$ cat src/rtl/module_number_entry.sv
// Keypad number entry: turns scanner level codes into one-shot key events and
// assembles decimal digits into a binary operand committed with E, cleared with C.
module module_number_entry #(
    parameter int unsigned MAX_DIGITS     = 3,
    parameter int unsigned VALUE_W        = 10,
    parameter int unsigned PRESS_CYCLES   = 1000,
    parameter int unsigned RELEASE_CYCLES = 100000
) (
    input  logic                                 clk,
    input  logic                                 n_reset,
    input  logic [3:0]                           sample,
    output logic                                 key_strobe,
    output logic [3:0]                           key_code,
    output logic [4*MAX_DIGITS-1:0]              digits_bcd,
    output logic [$clog2(MAX_DIGITS+1)-1:0]      digit_count,
    output logic [VALUE_W-1:0]                   value_out,
    output logic                                 value_valid,
    output logic                                 overflow
);

    localparam int unsigned PW = $clog2(PRESS_CYCLES + 1);
    localparam int unsigned RW = $clog2(RELEASE_CYCLES + 1);
    localparam int unsigned CW = $clog2(MAX_DIGITS + 1);
    localparam int unsigned DW = 4 * MAX_DIGITS;

    typedef enum logic [1:0] {
        ST_IDLE,
        ST_CONFIRM,
        ST_HELD
    } state_t;

    state_t          r_state;
    state_t          w_state_next;
    logic [3:0]      r_cand;
    logic [PW-1:0]   r_press_cnt;
    logic [RW-1:0]   r_rel_cnt;
    logic            w_event;
    logic            w_press_done;
    logic            w_rel_done;

    logic            r_key_strobe;
    logic [3:0]      r_key_code;
    logic [DW-1:0]   r_digits;
    logic [CW-1:0]   r_count;
    logic [VALUE_W-1:0] r_acc;
    logic [VALUE_W-1:0] r_value;
    logic            r_value_valid;
    logic            r_overflow;

    logic [VALUE_W+3:0] w_mac;
    logic [DW+3:0]      w_shift;

    assign w_press_done = (r_press_cnt >= PW'(PRESS_CYCLES - 1));
    assign w_rel_done   = (r_rel_cnt >= RW'(RELEASE_CYCLES - 1));

    // State register
    always_ff @(posedge clk or negedge n_reset) begin
        if (!n_reset) r_state <= ST_IDLE;
        else          r_state <= w_state_next;
    end

    // Next-state decode; the key event fires on the edge that completes the press count
    always_comb begin
        w_state_next = r_state;
        w_event      = 1'b0;
        case (r_state)
            ST_IDLE: begin
                if (sample != 4'hF) w_state_next = ST_CONFIRM;
            end
            ST_CONFIRM: begin
                if (sample == r_cand) begin
                    if (w_press_done) begin
                        w_event      = 1'b1;
                        w_state_next = ST_HELD;
                    end
                end else if (sample == 4'hF) begin
                    if (w_rel_done) w_state_next = ST_IDLE;
                end
            end
            ST_HELD: begin
                if (sample == 4'hF && w_rel_done) w_state_next = ST_IDLE;
            end
            default: w_state_next = ST_IDLE;
        endcase
    end

    // Candidate code, press and release counters (saturating)
    always_ff @(posedge clk or negedge n_reset) begin
        if (!n_reset) begin
            r_cand      <= '0;
            r_press_cnt <= '0;
            r_rel_cnt   <= '0;
        end else begin
            case (r_state)
                ST_IDLE: begin
                    if (sample != 4'hF) begin
                        r_cand      <= sample;
                        r_press_cnt <= PW'(1);
                        r_rel_cnt   <= '0;
                    end
                end
                ST_CONFIRM: begin
                    if (sample == r_cand) begin
                        if (r_press_cnt < PW'(PRESS_CYCLES)) r_press_cnt <= r_press_cnt + PW'(1);
                        r_rel_cnt <= '0;
                    end else if (sample == 4'hF) begin
                        if (r_rel_cnt < RW'(RELEASE_CYCLES)) r_rel_cnt <= r_rel_cnt + RW'(1);
                    end else begin
                        r_cand      <= sample;
                        r_press_cnt <= PW'(1);
                    end
                end
                ST_HELD: begin
                    if (sample == 4'hF) begin
                        if (r_rel_cnt < RW'(RELEASE_CYCLES)) r_rel_cnt <= r_rel_cnt + RW'(1);
                    end else begin
                        r_rel_cnt <= '0;
                    end
                end
                default: ;
            endcase
        end
    end

    // Digit append arithmetic, computed wide and truncated
    always_comb begin
        w_mac   = {4'h0, r_acc} * (VALUE_W + 4)'(10) + {VALUE_W'(0), r_cand};
        w_shift = {r_digits, r_cand};
    end

    // Key actions applied on the event edge; strobes appear the following cycle
    always_ff @(posedge clk or negedge n_reset) begin
        if (!n_reset) begin
            r_key_strobe  <= 1'b0;
            r_key_code    <= '0;
            r_digits      <= '0;
            r_count       <= '0;
            r_acc         <= '0;
            r_value       <= '0;
            r_value_valid <= 1'b0;
            r_overflow    <= 1'b0;
        end else begin
            r_key_strobe  <= w_event;
            r_value_valid <= 1'b0;
            if (w_event) begin
                r_key_code <= r_cand;
                if (r_cand <= 4'd9) begin
                    if (r_count < CW'(MAX_DIGITS)) begin
                        r_digits <= w_shift[DW-1:0];
                        r_acc    <= w_mac[VALUE_W-1:0];
                        r_count  <= r_count + CW'(1);
                    end else begin
                        r_overflow <= 1'b1;
                    end
                end else if (r_cand == 4'hE) begin
                    if (r_count != '0) begin
                        r_value       <= r_acc;
                        r_value_valid <= 1'b1;
                        r_acc         <= '0;
                        r_digits      <= '0;
                        r_count       <= '0;
                    end
                end else if (r_cand == 4'hC) begin
                    r_acc      <= '0;
                    r_digits   <= '0;
                    r_count    <= '0;
                    r_overflow <= 1'b0;
                end
            end
        end
    end

    assign key_strobe  = r_key_strobe;
    assign key_code    = r_key_code;
    assign digits_bcd  = r_digits;
    assign digit_count = r_count;
    assign value_out   = r_value;
    assign value_valid = r_value_valid;
    assign overflow    = r_overflow;

endmodule
$ cat config.mk
export PLATFORM = sky130hd
export DESIGN_NAME = module_number_entry
export DESIGN_NICKNAME = d
export VERILOG_FILES = /design/src/rtl/module_number_entry.sv
export SDC_FILE = /design/constraint.sdc
export NUM_CORES = 1
export LEC_CHECK = 0
export ABC_CLOCK_PERIOD_IN_PS = 2880
export BUFFER_PORTS_ARGS = -buffer_cell sky130_fd_sc_hd__buf_2
export CORE_UTILIZATION = 57
export CTS_CLUSTER_DIAMETER = 150
export CTS_CLUSTER_SIZE = 40
export DETAILED_ROUTE_END_ITERATION = 8
export GPL_TIMING_DRIVEN = 0
export HOLD_SLACK_MARGIN = 0.05
export PLACE_DENSITY = 0.82
export SLEW_MARGIN = 15
export SYNTH_ARGS = -nofsm -noshare
export SYNTH_HDL_FRONTEND = slang
export SYNTH_SLANG_ARGS = --single-unit
$ cat constraint.sdc
create_clock -name clk -period 2.88 [get_ports clk]
set_input_delay 0.72 -clock clk [delete_from_list [all_inputs] [get_ports clk]]
set_output_delay 0.72 -clock clk [all_outputs]
set_load 0.01 [all_outputs]
==> results.cfg <==
[finish]
diodes = 0
layout.nets = 489
drive_gt1_frac = 0.172
stdcell_count = 561
fin_area_um2 = 4610
syn_to_final_growth_pct = 15.4
seq_area_um2 = 1830
multi_input_area_um2 = 2060
n_fill_cell = 520

[pwr]
p_leak_nw = 2.17
powerDensity_nw_per_um2 = 645
ir_drop_v = 0.000608

[routing]
drc = 0
avgRoutedWirePerCell_um = 15.6
wl_met1_mm = 3.93
routed_wl_mm = 8.77
route.met3.wl_um = 357
vias_per_cell = 5.92
dr.max_layer_used = met4
vias = 3321
drt_iter0_markers = 208
detail-route-antenna-nets = 0
met2WireLength_mm = 4.34
dr.pass1.iters = 5

[sta]
skew_ns = 0.00819
setup_viol = 0
finalHoldViolations = 0
maxSlewHeadroom = 0.622
slew_violations = 0
max_freq_mhz = 378
period_minus_slack_ns = 2.65
rsz0062_at_grt = no
worst_pin_slew_ns = 0.563
tns_ns = 0
min_period_over_period = 0.919

[clocking]
root_buffer = clkbuf_8
htree_levels = 3
cts_tree = yes
cts_buffers = 9
clock-sinks = 73
clk_latency_ns = 0.36
clockBufferDepth = 2
clk_pin_slew_ns = 0.08

[grt]
grt_pass1_wl_mm = 14.7
grt_max_degree = 50
grt.overflow.total = 0
grt.total_usage = 0.255
antenna_found_initial = 0
grt_pass1_vias = 3114

[synthesis]
avgSynthCellArea_um2 = 9.70
yosysSeqAreaShare = 0.457
ys_warn_count = 0
syn_nets = 441
synth_ff_type = dfrtp_1
async_flop_share = 1.00
yosysMostFrequentCell = dfrtp_1
ys_ff_latch = 73
synth_edf_count = 0
synth_common_cells = dfrtp_1 (73), nand2_1 (61), o21ai_0 (44)
syn_inst = 412
syn_area_um2 = 4000
yosys.area.top_type_share = 0.457
synth_top_area_cell = dfrtp_1
yosys-top-cells-area = dfrtp_1 (46%), ha_1 (6.6%), nand2_1 (5.7%)
synthDistinctLibCells = 52

[floorplan]
std_cell_rows = 30
die-area_um2 = 7350
core_area_um2 = 6790
io_pins = 37
initial_core_util = 0.588
die_w_um = 85.7
die_h_um = 85.7

[placement]
routabilityCongestion = 0.852
place_inst = 545
dp_hpwl_mm = 6.21
place_area_um2 = 4330
port-buffer-count = 36

[worst_setup_path]
crit_top_cell = ha_1
path_class = flip-flop to flip-flop
reg2reg_depth = 9
cp_max_fo = 5
startpoint = r_acc[1]
regToRegStartpoint = r_acc[1]
cp_slowest_cell = dfrtp_2
crit_arrival_ns = 2.92
r2r_end = r_acc[9]
reg2reg_setup_slack_ns = 0.23
cp-end-kind = flip-flop
crit_path_max_incr_delay_ns = 0.45
critPathRequiredTime_ns = 3.15
crit_chain = ha_1 -> ha_1 -> fa_2 -> a21o_1 -> a21oi_2 -> xor2_1 -> nor3_2 -> xnor3_1 -> o31ai_2
critical_path.startpoint_type = flip-flop

[run_status]
run_status = complete, no violations

[worst_hold_path]
hold_path_class = primary input to async pin

[flow_run]
drv_cap = 0
layer usage:
metal  vias up  track usage
li1       1613            -
met4         0        0.112
met5         -            0
met1      1605        0.331
met2        87        0.417
met3        16       0.0491
layout by cell type, fill, tap and decap left out, types with 9 or more instances in the layout:
cell type  Yosys  routed
clkbuf_8       0      11
a21oi_1       15      14
nand3_1       13      13
clkbuf_1      16      17
xor2_1        12      12
o21ai_0       44      44
ha_1          21      21
and3_1         9       9
nand2_1       61      61
dfrtp_1       73      72
o31ai_1       17      16
nor2_1        14      13
inv_1         14      14
buf_2          1      36
mux2_2        15      15
what timing repair did:
action / 4_1_cts / 5_1_grt
buffers inserted: 0 / 0
hold buffers: 0 / 0
pin swaps: 1 / 1
endpoints found under the hold margin: 0 / 0
gates resized for setup: 4 / 4
endpoints found under the setup margin: 1 / 3
cell families after synthesis:
family,synth area share
AND/OR/NAND/NOR,0.153
multiplexers,0.0448
buffers and inverters,0.0351
flip-flops,0.457
XOR/XNOR,0.0429
adder cells (fa/ha/maj),0.0758
AO/OA/AOI/OAI,0.191
sequential cells by signal (all words and copies together) (netlist names):
signal and flops:
value_valid 1, digit_count 2, r_acc 9, value_out 10
overflow 1, key_strobe 1, r_press_cnt 10, digits_bcd 12
r_cand 4, r_rel_cnt 17, r_state 2, key_code 4
how the worst max path moves through the flow:
stage / to / slack, ns / cells past startpoint
after floorplan: r_acc[9] / 0.24 / 9
after global placement: r_rel_cnt[10] / -0.001 / 8
after detailed placement: r_acc[9] / -0.14 / 9
after CTS: r_acc[9] / 0.007 / 9
after global routing: r_rel_cnt[8] / 0.07 / 7
final: r_acc[9] / 0.23 / 9
report_power, final:
part | switching [W] | total (W) | internal, W
registers | 0.0000667 | 0.00115 | 0.00108
clock network | 0.000390 | 0.00102 | 0.000625
logic | 0.000548 | 0.000812 | 0.000264
worst max-delay path: cells and delay by family, from the launching register on:
family / cells / cell delay [ns]
xor gates and xnor gates: 2 / 0.38
adders and majority gates: 3 / 0.97
and+or+nand+nor: 1 / 0.20
AOI/OAI and AO/OA: 3 / 0.55
DFF: 1 / 0.45
per-stage QoR:
| step | hold slack, ns | worst slack, ns | util | total power [W] |
|---|---|---|---|---|
| after floorplan | 0.424 | 0.244 | - | 0.00172 |
| after global placement | 0.455 | -0.00108 | 0.632 | 0.00190 |
| after detailed placement | 0.468 | -0.137 | 0.637 | 0.00194 |
| after CTS | 0.272 | 0.00729 | 0.676 | 0.00296 |
| after global routing | 0.287 | 0.0746 | 0.679 | 0.00313 |
| final | 0.266 | 0.232 | 0.679 | 0.00298 |
area by class of cell:
| cell class | instances | share of cell area |
|---|---|---|
| well taps | 96 | 0.0260 |
| repair buffers | 37 | 0.0456 |
| flip-flops and latches | 73 | 0.396 |
| clock buffers | 12 | 0.0336 |
| multi-input cells | 305 | 0.447 |
| plain buffers | 20 | 0.0190 |
| clock inverters | 4 | 0.0214 |
| inverters | 14 | 0.0114 |
No activity file was read; power rests on OpenSTA's default activity.
